## config.mk

```make
export PLATFORM = sky130hd
export DESIGN_NAME = palindrome_checker_seq
export DESIGN_NICKNAME = d
export VERILOG_FILES = /design/src/rtl/palindrome_pkg.sv /design/src/rtl/digit_divmod.sv /design/src/rtl/palindrome_checker_seq.sv
export SDC_FILE = /design/constraint.sdc
export NUM_CORES = 1
export LEC_CHECK = 0
export BUFFER_PORTS_ARGS = -buffer_cell sky130_fd_sc_hd__clkbuf_2
export CAP_MARGIN = 20
export CORE_ASPECT_RATIO = 1.5
export CORE_UTILIZATION = 55
export CTS_CLUSTER_DIAMETER = 60
export CTS_CLUSTER_SIZE = 28
export DETAILED_ROUTE_END_ITERATION = 6
export GPL_TIMING_DRIVEN = 0
export PLACE_DENSITY = 0.73
export SETUP_SLACK_MARGIN = 0.02
export SYNTH_ARGS = -nofsm -noshare
export SYNTH_HDL_FRONTEND = slang
export SYNTH_SLANG_ARGS = --single-unit
```

## constraint.sdc

```tcl
create_clock -name clk -period 8.37 [get_ports clk]
set_clock_uncertainty 0.2 [all_clocks]
set_input_delay 0.4185 -clock clk [delete_from_list [all_inputs] [get_ports clk]]
set_output_delay 0.4185 -clock clk [all_outputs]
set_load 0.05 [all_outputs]
```

## src/rtl/palindrome_pkg.sv

```systemverilog
`default_nettype none
// ============================================================================
// Module      : palindrome_pkg
// Description : Shared types and elaboration-time helpers for the
//               palindrome checker. Provides the FSM state enum and the
//               width-derivation functions used by the top level.
// Revision    : 1.0 - initial release
// ============================================================================
package palindrome_pkg;

  typedef enum logic [1:0] {
    IDLE = 2'd0,
    RUN  = 2'd1,
    DONE = 2'd2
  } pal_state_e;

  // Number of significant digits of (2**width)-1 written in the given radix.
  function automatic int pal_max_digits(input int width, input int radix);
    longint unsigned v;
    int              n;
    if (width >= 64) v = '1;
    else             v = (64'd1 << width) - 64'd1;
    n = 1;
    if (radix >= 2) begin
      v = v / 64'(radix);
      while (v != 64'd0) begin
        n = n + 1;
        v = v / 64'(radix);
      end
    end
    return n;
  endfunction

  // The reversed value is below RADIX**MAX_DIGITS <= RADIX * 2**WIDTH,
  // so WIDTH + clog2(RADIX) bits always hold it without truncation.
  function automatic int pal_rev_w(input int width, input int radix);
    return width + $clog2(radix);
  endfunction

endpackage
`default_nettype wire

```

## src/rtl/digit_divmod.sv

```systemverilog
`default_nettype none
// ============================================================================
// Module      : digit_divmod
// Description : Combinational single-digit extractor. Splits work_i into
//               work_i / RADIX and work_i % RADIX. Power-of-two radices
//               reduce to a shift and a mask.
// Ports       : work_i [WIDTH-1:0]  value to split
//               quot_o [WIDTH-1:0]  work_i / RADIX
//               rem_o  [REM_W-1:0]  work_i % RADIX (lowest digit)
// Revision    : 1.0 - initial release
// ============================================================================
module digit_divmod #(
  parameter  int WIDTH = 16,
  parameter  int RADIX = 10,
  localparam int REM_W = $clog2(RADIX)
) (
  input  logic [WIDTH-1:0] work_i,
  output logic [WIDTH-1:0] quot_o,
  output logic [REM_W-1:0] rem_o
);

  localparam bit c_IS_POW2 = ((RADIX & (RADIX - 1)) == 0);

  if (c_IS_POW2) begin : g_pow2
    assign quot_o = work_i >> REM_W;
    assign rem_o  = REM_W'(work_i);
  end else begin : g_div
    // Widen before dividing so the remainder slice exists even when the
    // digit is wider than the number itself.
    localparam int                 c_EXT_W     = WIDTH + REM_W;
    localparam logic [c_EXT_W-1:0] c_RADIX_EXT = c_EXT_W'(RADIX);
    logic [c_EXT_W-1:0] w_work_ext;
    assign w_work_ext = c_EXT_W'(work_i);
    assign quot_o     = WIDTH'(w_work_ext / c_RADIX_EXT);
    assign rem_o      = REM_W'(w_work_ext % c_RADIX_EXT);
  end

endmodule
`default_nettype wire

```

## src/rtl/palindrome_checker_seq.sv

```systemverilog
`default_nettype none
// ============================================================================
// Module      : palindrome_checker_seq
// Description : Multi-cycle radix-RADIX palindrome checker. Consumes one
//               digit per cycle (lowest first), builds the digit-reversed
//               value and compares it with the original. Leading zeros are
//               not digits; 0 itself is one digit.
// Config      : PAL_REVERSE_OUT_EN - when defined, exposes reversed_num.
// Ports       : clk, rst           clock, synchronous active-high reset
//               in_valid/in_ready  input handshake, in_number [WIDTH-1:0]
//               out_valid/out_ready result handshake
//               is_palindrome      1 = palindrome
//               digit_count        significant digits [CNT_W-1:0]
//               reversed_num       final reversed value [REV_W-1:0] (opt.)
// Revision    : 1.0 - initial release
// ============================================================================
module palindrome_checker_seq
  import palindrome_pkg::*;
#(
  parameter  int WIDTH      = 16,
  parameter  int RADIX      = 10,
  localparam int MAX_DIGITS = pal_max_digits(WIDTH, RADIX),
  localparam int CNT_W      = $clog2(MAX_DIGITS + 1),
  localparam int REV_W      = pal_rev_w(WIDTH, RADIX)
) (
  input  logic             clk,
  input  logic             rst,
  input  logic             in_valid,
  output logic             in_ready,
  input  logic [WIDTH-1:0] in_number,
  output logic             out_valid,
  input  logic             out_ready,
  output logic             is_palindrome,
  output logic [CNT_W-1:0] digit_count
`ifdef PAL_REVERSE_OUT_EN
  ,
  output logic [REV_W-1:0] reversed_num
`endif
);

  if (WIDTH < 2 || RADIX < 2) begin : g_param_check
    $error("palindrome_checker_seq: WIDTH and RADIX must both be >= 2");
  end

  localparam int               c_REM_W     = $clog2(RADIX);
  localparam logic [REV_W-1:0] c_RADIX_REV = REV_W'(RADIX);

  pal_state_e       state_q, state_d;
  logic [WIDTH-1:0] orig_q, orig_d;
  logic [WIDTH-1:0] work_q, work_d;
  logic [REV_W-1:0] rev_q, rev_d;
  logic [CNT_W-1:0] cnt_q, cnt_d;
  logic             is_pal_q, is_pal_d;
  logic [CNT_W-1:0] dcount_q, dcount_d;
`ifdef PAL_REVERSE_OUT_EN
  logic [REV_W-1:0] rev_out_q, rev_out_d;
`endif

  logic [WIDTH-1:0]   w_quot;
  logic [c_REM_W-1:0] w_rem;
  logic [REV_W-1:0]   w_rev_next;

  digit_divmod #(
    .WIDTH (WIDTH),
    .RADIX (RADIX)
  ) u_divmod (
    .work_i (work_q),
    .quot_o (w_quot),
    .rem_o  (w_rem)
  );

  assign w_rev_next = rev_q * c_RADIX_REV + REV_W'(w_rem);

  always_comb begin
    state_d  = state_q;
    orig_d   = orig_q;
    work_d   = work_q;
    rev_d    = rev_q;
    cnt_d    = cnt_q;
    is_pal_d = is_pal_q;
    dcount_d = dcount_q;
`ifdef PAL_REVERSE_OUT_EN
    rev_out_d = rev_out_q;
`endif
    unique case (state_q)
      IDLE: begin
        if (in_valid) begin
          orig_d  = in_number;
          work_d  = in_number;
          rev_d   = '0;
          cnt_d   = '0;
          state_d = RUN;
        end
      end
      RUN: begin
        rev_d  = w_rev_next;
        work_d = w_quot;
        cnt_d  = cnt_q + CNT_W'(1);
        // Last significant digit consumed: result is final this edge.
        if (w_quot == '0) begin
          is_pal_d = (w_rev_next == REV_W'(orig_q));
          dcount_d = cnt_q + CNT_W'(1);
          state_d  = DONE;
`ifdef PAL_REVERSE_OUT_EN
          rev_out_d = w_rev_next;
`endif
        end
      end
      DONE: begin
        if (out_ready) state_d = IDLE;
      end
      default: state_d = IDLE;
    endcase
  end

  always_ff @(posedge clk) begin
    if (rst) begin
      state_q  <= IDLE;
      orig_q   <= '0;
      work_q   <= '0;
      rev_q    <= '0;
      cnt_q    <= '0;
      is_pal_q <= 1'b0;
      dcount_q <= '0;
`ifdef PAL_REVERSE_OUT_EN
      rev_out_q <= '0;
`endif
    end else begin
      state_q  <= state_d;
      orig_q   <= orig_d;
      work_q   <= work_d;
      rev_q    <= rev_d;
      cnt_q    <= cnt_d;
      is_pal_q <= is_pal_d;
      dcount_q <= dcount_d;
`ifdef PAL_REVERSE_OUT_EN
      rev_out_q <= rev_out_d;
`endif
    end
  end

  assign in_ready      = (state_q == IDLE);
  assign out_valid     = (state_q == DONE);
  assign is_palindrome = is_pal_q;
  assign digit_count   = dcount_q;
`ifdef PAL_REVERSE_OUT_EN
  assign reversed_num  = rev_out_q;
`endif

endmodule
`default_nettype wire

```

=== After elaboration in Yosys (flattened, before gate mapping) ===
Index checks and enable logic that the tools add are counted.

* Output and inout port bits: 6
* Register bits after elaboration: 61
* Word-level logic and storage cells: 35
* Input bits: 20

* Multipliers: 1
* Reduce and logical (&&, ||, !) cells: 7
* Eq/ne operators: 6
* Mux-type cells: 10
* Divide/modulo/power cells: 2
* Add/subtract/negate cells: 2

{| class="wikitable"
|+ Operators with widths
! operator !! count
|-
| $pmux W20 S2 || 1
|-
| $pmux W16 S2 || 1
|-
| $add A20 B4 Y20 || 1
|-
| $div A16 B4 Y20 const B || 1
|-
| $eq A20 B16 Y1 || 1
|-
| $mod A16 B4 Y20 const B || 1
|-
| $mul A20 B3 Y19 const B || 1
|-
| $mux W20 || 1
|-
| $logic_not A16 Y1 || 1
|-
| $mux W16 || 1
|-
| $mux W2 || 3
|-
| $pmux W2 S3 || 1
|-
| $pmux W3 S2 || 1
|-
| $reduce_and A2 Y1 || 3
|-
| $ne A2 B2 Y1 const B || 2
|-
| $add A3 B1 Y3 const B || 1
|-
| $mux W3 || 1
|-
| $reduce_and A3 Y1 || 1
|-
| $eq A2 B1 Y1 const B || 1
|-
| $eq A2 B2 Y1 const B || 1
|-
| $logic_not A2 Y1 || 1
|-
| $ne A2 B1 Y1 const B || 1
|-
| $reduce_bool A2 Y1 || 1
|}

=== Longest topological paths before layout ===
* Depth after elaboration: 4
* Mapped depth: 36
* Mapped depth without buffers: 32

=== Cells and area by module ===
Synthesis repeated with hierarchy kept, for this count alone.

* Cells, all modules: 796
* Area, all modules: 6227.2 µm²

{| class="wikitable"
|+ By module, submodules not included
! module !! times used !! area each (µm²) !! sequential area each (µm²) !! cells each
|-
| palindrome_checker_seq || 1 || 4001.3 || 1201.2 || 470
|-
| digit_divmod || 1 || 2225.9 || 0.0 || 326
|}

=== Worst setup path after synthesis ===
OpenSTA, ideal clock, no wires.

* Path type: register to register
* Start: register work_q[14]
* End: register is_pal_q, in the netlist is_palindrome
* Buffers on the path: 2
* Data required time: 8.049 ns
* Setup time: 0.121 ns
* Path slack: 1.020 ns
* Data arrival time: 7.028 ns
* Cell stages (with the launch flop): 34
* Period minus slack after synthesis: 7.350 ns
* Path through: dfxtp_1 -> nor2b_1 -> buf_4 -> xnor2_1 -> a221o_1 -> a211o_1 -> buf_6 -> a221o_1 -> o31ai_4 -> nor2_4 -> a211o_1 -> a21o_1 -> or3_1 -> o211ai_2 -> mux2i_4 -> o221a_1 -> a211oi_2 -> inv_1 -> ha_1 -> or3_1 -> a32oi_1 -> ha_1 -> nor2b_1 -> o21ai_0 -> nor3_1 -> nand3_1 -> or2_2 -> nor3_1 -> nand3_1 -> nor3b_1 -> nor2_1 -> nor3_1 -> nor3b_1 -> mux2_4

* Longest elaborated chain between the ends: 3
* Elaborated cells between the ends (all ways): 6
* Those cells by class: add/sub (1); div (2); eq/ne (1); reduce/logical (2)

{| class="wikitable"
|+ RTL lines
! item !! RTL line !! text
|-
| start: declaration || palindrome_checker_seq.sv:50 || <nowiki>logic [WIDTH-1:0] work_q, work_d;</nowiki>
|-
| start signal: assignment || palindrome_checker_seq.sv:131 || <nowiki>work_q <= work_d;</nowiki>
|-
| $mod A16 B4 Y20 or $div A16 B4 Y20 (tied branches) || digit_divmod.sv:35, digit_divmod.sv:34 ||
|-
| $add A20 B4 Y20 or $logic_not A16 Y1 (tied branches) || palindrome_checker_seq.sv:72, palindrome_checker_seq.sv:100 ||
|-
| $eq A20 B16 Y1 or $reduce_and A2 Y1 (tied branches) || -- ||
|-
| end signal: assignment || palindrome_checker_seq.sv:134 || <nowiki>is_pal_q <= is_pal_d;</nowiki>
|-
| end: declaration || palindrome_checker_seq.sv:53 || <nowiki>logic is_pal_q, is_pal_d;</nowiki>
|}

Parallel ways exist; a longest one is shown, timed or not.
A chain may end at the register's enable or synchronous reset.

=== Worst setup path after layout ===
Same ends and word-level chain as after synthesis.

==> results.txt <==
----------------------------------------------------
[Outcome]
  Status ... completed

[Critical path]
  Crit end category ... flop
  Cell count along the critical path ... 33
  Largest driver fanout on the critical path ... 10
  Data arrival, critical path ... 8.17 ns
  Critical path startpoint category ... flop
  Largest incremental delay on the critical path ... roughly 0.37 ns
  Type of the setup path with the least slack ... reg2reg
  Count of buffering cells on the critical path with inverters included ... 3
  Critical path's slowest cell ... dfxtp_1
  Kind of cell with the highest combined delay on the critical path ... simple AND/OR/NAND/NOR gates
  Worst endpoint required time ... about 8.5 ns
  Count of cells along the worst register-to-register path ... 33

[Synthesis]
  Flip-flop and latch count after synthesis ... 60
  Proportion of synthesized chip area in sequential cells ... 21.33%
  Post-Syn Area per Cell ... 7.430 um2
  Synth top area share ... about a fifth
  Main area contributors after synthesis ... dfxtp_1 (21%), ha_1 (8.0%), nand2_1 (7.8%)
  Post-synth cell types ... 93
  Total number of yosys warnings ... 0
  Cell type with the largest total area after synthesis ... dfxtp_1
  Main flop type after synthesis ... dfxtp_1
  EDFF count, synth ... 0
  Synthesized cell area ... 0.005632 mm2
  Post-Syn Nets ... ~800
  Asr flop ratio synth ... 0%
  Cells after Synth ... around 760

[CTS]
  Maximum buffer depth of the clock tree ... 2
  Sinks on the clock net ... 60
  Number of levels the H-tree was split into ... 3
  Number of buffers inserted during clock tree synthesis ... 9
  Cell at the root of the clock tree ... clkbuf_16
  Worst-path clk slew ... approximately 0.06 ns
  Clock network latency to the later pin of the worst-skew pair ... between 0.3 and 0.4 ns
  CTS tree ... done
  Number of hold buffers added after cts ... 0

[Timing]
  Worst Max-Slew Pin Slew ... between 0.8 and 0.9 ns
  Shortest clock period the worst path allows after layout ... 8.083 ns
  Fmax ... around 0.12 GHz
  Max-Slew Margin vs Limit ... around 46%
  Hold Violations, Final ... 0
  Max-slew violation total from the final report ... 0
  Crit share post-route ... 96.57%
  Number of setup violations in the final report ... 0
  Worst setup slack after layout ... 0.2874 ns

[Global route]
  Total routing usage reported by global routing ... 32.52%
  First-pass GRT wire length ... 27560 um
  Antenna violations before repair ... 0
  Maximum number of pins on one net before global-route repair ... 12
  Via count of the first global-routing pass ... 5649
  Sum of overflow across all layers after global routing ... 0

[Power]
  Standby leakage power ... about 0.0026 uW
  Power density of the placed cells ... roughly 290 mW/mm2
  Total design power ... between 1500 and 2000 uW
  VDD IR max ... between 0.3 and 0.4 mV

[Cells and area]
  Layout cell share with drive strength beyond 1 ... 17.73%
  Post-layout util ... 67.51%
  Antenna diode count ... 0
  Commonest non-fill, non-tap cell in the layout ... nand2_1
  Net count of the finished layout ... roughly 870
  Layout overhead on the synthesized area ... 17.46%
  Highest-count cells in the layout ignoring fill and taps ... nand2_1 (115), nor2_1 (60), dfxtp_1 (59)

[Placement]
  DPL Wire Length ... 13000 um
  Final weighted congestion of routability-driven global placement ... slightly above 0.9
  Pre-CTS WS ... -0.4834 ns
  Count of buffers from port buffering ... 25

[Die]
  Die area ... roughly 0.011 mm2
  Vertical die dimension ... approximately 130 um
  I/O pins ... 26
  Number of rows in the core area ... between 40 and 50
  Core Area ... roughly 0.0098 mm2
  Horizontal die dimension ... ~85 um
  Initial core utilization ... about 57%

[Worst hold path]
  Depth of the worst hold-timing path ... 3
  Worst min-delay path category ... in2reg

[Routing]
  Post-detailed-route DRC marker count ... 0
  Pre-antenna DRT Iters ... 7
  Number of violations reported at the end of detailed-routing iteration 0 ... 350
  Final routed wirelength across all metal layers ... around 18000 um
  Final ANT Viol Nets ... 0
  Routed wire length per instance ... 18.92 um
  Vias per cell ... 6.385
  Vias ... slightly below 6000

[Job]
  Total of max-cap violations ... 0

----------------------------------------------------
## through the flow
step / cell area, um2 / instances / hold WS, ns / TNS, ns
CTS: 6226 / 916 / 0.1268 / 0
global route: 6615 / 927 / 0.1527 / -0.1377
floorplan: 5632 / 758 / 0.2472 / 0
detailed placement: 5901 / 898 / 0.2562 / -0.4834
global placement: 5901 / 898 / 0.2449 / -0.3652
finish: 6615 / 927 / 0.1441 / 0
## cells by family after synthesis
family	after synthesis	synth area share [%]
flip-flops	60	21.33
XOR/XNOR	58	9.020
multiplexers	9	2.022
AO/OA/AOI/OAI	212	26.64
adder cells (fa/ha/maj)	39	8.887
AND/OR/NAND/NOR	306	26.66
buffers and inverters	74	5.443
## registers in the layout, indices dropped and copies added (netlist names)
| signal | flops |
|---|---|
| state_q | 2 |
| cnt_q | 3 |
| work_q | 16 |
| digit_count | 3 |
| orig_q | 16 |
| is_palindrome | 1 |
| rev_q | 19 |
## where the power goes
group / switching, uW / internal, uW
registers: 30.8 / 319
clock network: 136 / 230
logic: 718 / 500
total: 884 / 1050
## final timing paths
path / slack, ns / endpoint / from
worst max-delay path: 0.29 / is_palindrome$_SDFFE_PP0P_ / work_q[14]$_SDFFE_PP0P_
worst min-delay path: 0.14 / orig_q[9]$_SDFFE_PP0P_ / in_number[9]
worst max register to register: 0.29 / is_palindrome$_SDFFE_PP0P_ / work_q[14]$_SDFFE_PP0P_
worst min register to register: 0.26 / digit_count[2]$_SDFFE_PP0P_ / digit_count[2]$_SDFFE_PP0P_
## layer usage
metal	part of all wire [%]	global-route usage [%]
met5	0	0
met3	4.2	4.063
met1	39	35.06
met4	5.1	19.34
met2	52	59.88
## cells in the mapped netlist (all sizes together), types with 5 or more instances
cell type,count
nor4,9
or3,6
nand2b,11
nor3,12
clkbuf,31
inv,26
nor2,62
buf,16
nand3,27
o21a,5
xor2,21
nor2b,12
o21ai,35
a31oi,24
nor3b,7
dfxtp,60
mux2i,6
o211ai,9
a211oi,12
or2,6
xnor2,37
o221ai,6
nand4,11
a21oi,56
nand3b,5
and3,6
nand2,117
ha,36
## worst min-delay path: cells and delay by family
| family | cells | cell delay [ns] |
|---|---|---|
| AND/OR/NAND/NOR | 1 | 0.05 |
| buffers and inverters | 1 | 0.10 |
| AO/OA/AOI/OAI | 1 | 0.06 |
## cell type report
class                           count  area, um2
Multi-Input combinational cell    625       4425
Fill cell                         866       3184
Sequential cell                    60       1205
Clock buffer                       10      229.0
Timing Repair Buffer               38      222.7
Buffer                             46      222.7
Tap cell                          115      143.9
Inverter                           27      101.3
Clock inverter                      6      65.06
## timing repair
action / 4_1_cts / 5_1_grt
endpoints found under the setup margin: 1 / 6
buffers inserted: 2 / 11
pin swaps: 1 / 23
gates cloned: 0 / 1
gates resized for setup: 6 / 66
(Power assumes the default switching activity.)
